$ cat src/rtl/sha256_padder.sv
`default_nettype none
// ============================================================================
// Module   : sha256_padder
// Brief    : Byte-stream SHA-256 message padder emitting 512-bit blocks.
// Revision : 1.0 - initial release
// ============================================================================
module sha256_padder #(
  parameter int CNT_W = 32
) (
  input  logic         clk,
  input  logic         reset,
  input  logic [7:0]   in_data,
  input  logic         in_valid,
  input  logic         in_last,
  output logic         in_ready,
  output logic [511:0] block_data,
  output logic         block_valid,
  output logic         block_last,
  input  logic         block_ready
);

  typedef enum logic [0:0] {S_FILL, S_EMIT} state_t;
  typedef enum logic [1:0] {P_NONE, P_LENONLY, P_PADLEN} pend_t;

  state_t             r_state, w_state;
  pend_t              r_pend, w_pend;
  logic [5:0]         r_idx, w_idx;
  logic [CNT_W-1:0]   r_count, w_count;
  logic [63:0]        r_len, w_len;
  logic [511:0]       r_data, w_data;
  logic               r_last, w_last;

  logic [CNT_W-1:0]   w_cnt_inc;
  logic [63:0]        w_len_new;
  logic [6:0]         w_n;

  assign in_ready    = (r_state == S_FILL);
  assign block_valid = (r_state == S_EMIT);
  assign block_data  = r_data;
  assign block_last  = r_last;

  assign w_cnt_inc = r_count + 1'b1;
  assign w_len_new = 64'(w_cnt_inc) << 3;
  assign w_n       = {1'b0, r_idx} + 7'd1;

  always_comb begin
    w_state = r_state;
    w_pend  = r_pend;
    w_idx   = r_idx;
    w_count = r_count;
    w_len   = r_len;
    w_data  = r_data;
    w_last  = r_last;
    case (r_state)
      S_FILL: begin
        if (in_valid) begin
          w_count = w_cnt_inc;
          // Byte b of the block sits at [511-8b -: 8]; pad bytes follow the last byte.
          for (int b = 0; b < 64; b++) begin
            if (6'(b) == r_idx)
              w_data[8*(63-b) +: 8] = in_data;
            else if (in_last && (7'(b) == w_n))
              w_data[8*(63-b) +: 8] = 8'h80;
            else if (in_last && (7'(b) > w_n))
              w_data[8*(63-b) +: 8] = 8'h00;
          end
          if (in_last) begin
            w_state = S_EMIT;
            w_idx   = 6'd0;
            w_len   = w_len_new;
            if (w_n <= 7'd55) begin
              w_data[63:0] = w_len_new;
              w_last       = 1'b1;
              w_pend       = P_NONE;
            end else if (w_n <= 7'd63) begin
              w_last = 1'b0;
              w_pend = P_LENONLY;
            end else begin
              w_last = 1'b0;
              w_pend = P_PADLEN;
            end
          end else if (r_idx == 6'd63) begin
            w_state = S_EMIT;
            w_idx   = 6'd0;
            w_last  = 1'b0;
            w_pend  = P_NONE;
          end else begin
            w_idx = r_idx + 6'd1;
          end
        end
      end
      S_EMIT: begin
        if (block_ready) begin
          case (r_pend)
            P_LENONLY: begin
              w_data = {448'b0, r_len};
              w_last = 1'b1;
              w_pend = P_NONE;
            end
            P_PADLEN: begin
              w_data = {8'h80, 440'b0, r_len};
              w_last = 1'b1;
              w_pend = P_NONE;
            end
            default: begin
              w_state = S_FILL;
              if (r_last) w_count = '0;
            end
          endcase
        end
      end
      default: w_state = S_FILL;
    endcase
  end

  always_ff @(posedge clk or negedge reset) begin
    if (!reset) begin
      r_state <= S_FILL;
      r_pend  <= P_NONE;
      r_idx   <= 6'd0;
      r_count <= '0;
      r_len   <= 64'd0;
      r_data  <= 512'd0;
      r_last  <= 1'b0;
    end else begin
      r_state <= w_state;
      r_pend  <= w_pend;
      r_idx   <= w_idx;
      r_count <= w_count;
      r_len   <= w_len;
      r_data  <= w_data;
      r_last  <= w_last;
    end
  end

endmodule
`default_nettype wire
$ cat config.mk
export PLATFORM = sky130hd
export DESIGN_NAME = sha256_padder
export DESIGN_NICKNAME = d
export VERILOG_FILES = /design/src/rtl/sha256_padder.sv
export SDC_FILE = /design/constraint.sdc
export NUM_CORES = 1
export LEC_CHECK = 0
export ABC_AREA = 1
export CAP_MARGIN = 20
export CORE_ASPECT_RATIO = 1.75
export CORE_UTILIZATION = 50
export CTS_BUF_LIST = sky130_fd_sc_hd__clkbuf_4
export CTS_CLUSTER_DIAMETER = 50
export DETAILED_ROUTE_END_ITERATION = 8
export PLACE_DENSITY = 0.81
export SYNTH_ARGS = -nofsm -noshare
export SYNTH_HDL_FRONTEND = slang
export SYNTH_SLANG_ARGS = --single-unit
$ cat constraint.sdc
create_clock -name clk -period 5.7 [get_ports clk]
set_input_delay 0.57 -clock clk [delete_from_list [all_inputs] [get_ports clk]]
set_output_delay 0.57 -clock clk [all_outputs]
set_load 0.02 [all_outputs]
==> results of run 1 <==
path summary, 6_finish.rpt:
path / startpoint / slack [ns] / endpoint / depth (start not counted)
min in group asynchronous: reset / 0.33 / block_data[181]$_DFFE_PN0P_ / 2
min: in_last / 0.24 / r_len[21]$_DFFE_PN0P_ / 4
max: block_valid$_DFF_PN0_ / 1.87 / in_ready / 4
min reg2reg: block_data[140]$_DFFE_PN0P_ / 0.47 / block_data[140]$_DFFE_PN0P_ / 2
max in group asynchronous: reset / 3.91 / block_data[509]$_DFFE_PN0P_ / 3
max reg2reg: r_idx[0]$_DFFE_PN0P_ / 2.00 / block_data[71]$_DFFE_PN0P_ / 11
area by class of cell:
| cell class | count | area, um2 | area share |
|---|---|---|---|
| clock inverter | 45 | 343 | 0.00984 |
| multi-input combinational | 2383 | 10900 | 0.313 |
| sequential | 586 | 14700 | 0.421 |
| tap | 684 | 856 | 0.0246 |
| inverter | 241 | 908 | 0.0261 |
| antenna | 1 | 2.50 | 0.0000718 |
| clock buffer | 203 | 1520 | 0.0437 |
| timing repair buffer | 565 | 5620 | 0.161 |
critical path: cells and delay by family (launching register included):
kind | cells | cell delay, ns
buf+inv | 4 | 1.88
flops | 1 | 0.44
metrics by stage:
step	instances	worst slack (ns)	hold slack [ns]
after floorplan	3325	3.53	0.274
after global placement	4457	1.83	0.453
after detailed placement	4457	1.73	0.457
after CTS	4706	1.88	0.165
after global routing	4708	1.81	0.227
final	4708	1.87	0.242
cells in the final DEF (no fill, tap or decap), drive strengths merged, types with 2 or more instances in the layout:
| master | count |
|---|---|
| a31oi | 12 |
| o31ai | 5 |
| dfrtp | 586 |
| nor2 | 296 |
| ha | 9 |
| nor3 | 27 |
| o211ai | 11 |
| inv | 238 |
| a41oi | 2 |
| buf | 39 |
| a22oi | 4 |
| nor4 | 3 |
| clkbuf | 203 |
| xor2 | 17 |
| nand4 | 23 |
| nand3b | 4 |
| clkdlybuf4s50 | 525 |
| clkinvlp | 3 |
| o22ai | 62 |
| o2111ai | 3 |
| nand3 | 163 |
| nand2 | 1207 |
| or2 | 2 |
| clkinv | 40 |
| a21oi | 71 |
| o21ai | 454 |
| bufinv | 5 |
sequential cells by signal, summed over array words and instances, names as in the netlist:
name / flops
block_data: 512
r_count: 32
r_len: 32
r_idx: 6
r_pend: 2
block_last: 1
block_valid: 1
metal layers:
layer,vias up,track usage
met3,500,0.0716
met4,0,0.316
met5,-,0
met2,1623,0.669
li1,12100,-
met1,12900,0.430
power breakdown:
group	internal (uW)	switching (uW)
combinational	962	2210
sequential	4560	356
clock	1880	1770
total	7400	4330
what timing repair did:
item                                   CTS  global route
endpoints found under the hold margin  117             0
gates resized for setup                  0             0
hold buffers                             1             0
cells by family (layout without fill, tap and decap cells):
kind of cell,after synthesis,in the layout
AO/OA/AOI/OAI,631,631
other,0,1
XOR/XNOR,18,18
adder cells (fa/ha/maj),9,9
flip-flops,586,586
AND/OR/NAND/NOR,1725,1725
buffers and inverters,356,1054
synth_stat cells, types with 2 or more instances:
cell,instances,area [um2]
o21ai_2,4,35.0
nor2_4,9,101
o2111ai_1,3,26.3
o21ai_1,45,225
nand4_1,23,144
o22ai_1,62,388
inv_1,218,818
nand2_4,6,67.6
inv_2,18,67.6
buf_4,10,75.1
nor2_2,13,81.3
nand2_2,46,288
a22oi_1,4,30.0
or2_2,2,12.5
a31oi_1,11,68.8
dfrtp_1,586,14700
a41oi_1,2,17.5
o211ai_1,11,82.6
xor2_1,17,149
o31ai_1,4,30.0
o21ai_0,402,2010
nand3b_1,4,30.0
a21oi_1,70,350
nor2_8,4,80.1
buf_1,8,30.0
clkinv_1,4,15.0
nand3_1,151,756
nor2_1,270,1010
nor3_1,26,130
ha_1,9,113
buf_6,3,33.8
nand3_2,9,90.1
nand3_4,3,52.6
o21ai_4,3,48.8
buf_2,17,85.1
clkbuf_1,77,289
nor4_1,3,18.8
nand2_1,1155,4340
==> metrics.cfg, run 1 <==
[finish]
fillers=4577
final_area_um2=34800
drive_gt1_frac=0.0962
area_growth_pct=29.0
final_core_utilization=0.653
final_nets=3938

[setup_path]
slowest_delay_ns=0.74
critPathKind=register to output port
cpMaxStageDelayCell=clkdlybuf4s50_1
critPathMaxFanout=47
crit_path_cell_trace=inv_2 -> buf_4 -> buf_4 -> clkdlybuf4s50_1
cp.arrival_ns=3.26
crit_top_cell=buf_4
critPathLaunchType=register
cp-end-kind=output port
cp.required_ns=5.13

[synthesis]
synth-main-ff-cell=dfrtp_1
synth_cells=3325
syn-cell-area_um2=27000
synth_xor_xnor_area_share=0.00584
synth_nets=3347
synth-simple-area-share=0.267
yosysSeqAreaShare=0.543
postSynthAreaPerCell_um2=8.12
synth-edff-count=0
synth_mux_area_frac=0
synth_top_family_by_area=simple AND/OR/NAND/NOR gates
ys_warn_count=0
synth_compound_area_frac=0.127
async_reset_ff_frac=1.00
synth_cell_types=51
synthAdderAreaFrac=0.00417
synth-seq-cells=586

[global_route]
grtUsageTotal=0.394
grt_max_degree=147
grt_pass1_wl_mm=160
overflow=0
grt_pass1_vias=26200
antenna_found_initial=2

[cts]
cts_tree=yes
postCtsSetupBuffers=0
clockBufferDepth=3
clkLatencyLatePin_ns=0.91
cts_made_buffers=139
cts_max_level=4
cts_root_buffer=clkbuf_4
clk_pin_slew_ns=0.07
clock_sinks=586

[routing]
via_count=27100
wl_met3_mm=8.10
routed-wl-met2_mm=53.8
vias_per_cell=5.76
drc=0
top_layer=met4
wirelength_mm=109
dr.first_iter.drc_count=2542
met1_length_mm=37.6
ant_nets=0
post_drt_wl_per_cell_um=23.1
first_pass_iters=6

[placed_design]
gp_congestion=1.06
hpwl_mm=78.1
place_area_um2=32900
port_buffers=527

[timing]
slew_viol_final=0
period_needed_ns=3.83
fin_tns_setup_ns=0
clock.fmax_mhz=261
rsz0062_at_grt=no
relSlewSlack=0.214
fin_crit_sh=0.672
worstMarginPinSlew_ns=1.18
setup_viol=0
finClkSkew_ns=0.0561
finalHoldViolations=0

[power_and_ir_drop]
peakVddDrop_mv=0.260
power_uw=11700
p_leak_uw=0.0161
power_density_nw_per_um2=337

[die]
rows=112
fp.dieH_um=309
die_w_um=178
design.die.area_um2=55000
core-area_um2=53400
initial_utilization=0.506
ios=528

[run]
timing.max_cap.violations=0

[outcome]
status=finished clean

[hold_path]
min_path_type=input port to register

Power figures use the tool's default switching activity.
==> run 2, diff against run 1 <==
==> constraint.sdc (replaced) <==
create_clock -name clk -period 3.65 [get_ports clk]
set_input_delay 0.365 -clock clk [delete_from_list [all_inputs] [get_ports clk]]
set_output_delay 0.365 -clock clk [all_outputs]
set_load 0.02 [all_outputs]
==> run 2 against run 1 <==
Critical path depth is 10 higher. Via count is 0.59% higher. First-iteration DRC count is essentially flat. Cell area grew 0.80%. Flip-flop and latch count stayed put. Clock skew grew 0.018 ns. Global-route usage is 0.99 points higher. Worst setup slack worse by 1.4 ns. Non-clock buffer count up 42. Count of clock-buffer cells in the layout fell by 5. Die area unchanged.
==> metrics.cfg, run 2 (synthesis gave the netlist of run 1 again) <==
[outcome]
status=finished clean

[die]
design.die.area_um2=55000
core-area_um2=53400
ios=528
fp.dieH_um=309
initial_utilization=0.506
rows=112
die_w_um=178

[global_route]
grt_max_degree=99
grtUsageTotal=0.404
grt_pass1_wl_mm=163
antenna_found_initial=1
overflow=0
grt_pass1_vias=26400

[setup_path]
cp.arrival_ns=4.02
crit_top_cell=nand2_1
cp-end-kind=register
critPathMaxFanout=12
critPathKind=register to register
cp.required_ns=4.49
slowest_delay_ns=0.55
cpMaxStageDelayCell=nor2_1
critPathLaunchType=register
crit_path_cell_trace=inv_2 -> ha_1 -> inv_1 -> nor2_1 -> inv_1 -> nor2_1 -> inv_1 -> o21ai_0 -> inv_1 -> nand2_1 -> nand2_1 -> nand2_1 -> nand2_1 -> nand2_1

[cts]
clock_sinks=586
clk_pin_slew_ns=0.07
cts_resized=0
cts_max_level=4
clkLatencyLatePin_ns=0.91
cts_made_buffers=135
cts_tree=yes
postCtsSetupBuffers=0
clockBufferDepth=3
cts_root_buffer=clkbuf_4

[routing]
dr.first_iter.drc_count=2544
drc=0
wirelength_mm=111
ant_nets=0
post_drt_wl_per_cell_um=23.4
vias_per_cell=5.76
first_pass_iters=6
via_count=27300

[hold_path]
min_path_type=input port to asynchronous set/reset pin

[timing]
relSlewSlack=0.390
slew_viol_final=0
clock.fmax_mhz=315
setup_viol=0
holdWs_ns=0.105
fin_crit_sh=0.871
worstMarginPinSlew_ns=0.916
finClkSkew_ns=0.0737
fin_tns_setup_ns=0
setup_ws_ns=0.471
period_needed_ns=3.18
rsz0062_at_grt=no
finalHoldViolations=0

[placed_design]
hpwl_mm=82.0
port_buffers=527
dp_slack_ns=0.608
gp_congestion=1.08

[power_and_ir_drop]
power_density_nw_per_um2=519
p_leak_uw=0.0163
peakVddDrop_mv=0.366

[finish]
largest_register_ff_count=512
area_growth_pct=30.1
final_nets=3976
drive_gt1_frac=0.104
final_cell_mix=1154 x nand2_1, 585 x dfrtp_1, 525 x clkdlybuf4s50_1
final_common_cell=nand2_1

[run]
timing.max_cap.violations=0

[run 2: worst paths after layout]
path | start | to | slack (ns) | cells past startpoint
max | r_idx[0]$_DFFE_PN0P_ | block_data[24]$_DFFE_PN0P_ | 0.47 | 14
min | reset | block_data[155]$_DFFE_PN0P_ | 0.11 | 2
max reg2reg | r_idx[0]$_DFFE_PN0P_ | block_data[24]$_DFFE_PN0P_ | 0.47 | 14
min reg2reg | block_data[122]$_DFFE_PN0P_ | block_data[122]$_DFFE_PN0P_ | 0.47 | 2
max in group asynchronous | reset | r_idx[2]$_DFFE_PN0P_ | 2.42 | 3
min in group clk | in_last | r_len[21]$_DFFE_PN0P_ | 0.15 | 3
[run 2: repair_timing]
item,in CTS,in global routing
endpoints found under the hold margin,85,0
endpoints found under the setup margin,0,0
hold buffers,1,0
[run 2: cell type report]
type / instances / area [um2]
clock buffers: 198 / 1490
clock inverters: 33 / 277
flip-flops and latches: 586 / 14700
repair buffers: 607 / 6000
multi-input cells: 2383 / 10900
fillers: 4517 / 18300
diodes: 1 / 2.50
well taps: 684 / 856
inverters: 241 / 908
[run 2: per-stage QoR]
step	total power [uW]	util	area [um2]	instances
floorplan	10400	-	27000	3325
global placement	12700	0.625	33300	4500
detailed placement	12700	0.625	33300	4500
CTS	18200	0.658	35100	4732
global route	19000	0.658	35100	4733
finish	18200	0.658	35100	4733
[run 2: routing by layer]
layer,routed length (um),share of wire,up-vias,global-route usage
met5,0,0,-,0
met1,37600,0.34,13000,0.438
met4,10300,0.093,0,0.347
met3,7860,0.071,492,0.0681
li1,-,-,12100,-
met2,55100,0.50,1606,0.682
[run 2: power breakdown]
part	switching [uW]	internal, uW
combinational	3450	1570
sequential	575	7120
clock	2670	2840
[run 2: worst max-delay path, delay by kind of cell, from the launching register on]
family / cells / cell delay, ns
DFF: 1 / 0.51
AOI/OAI and AO/OA: 1 / 0.32
buffers and inverters: 5 / 1.03
and+or+nand+nor: 7 / 0.96
adders and majority gates: 1 / 0.32
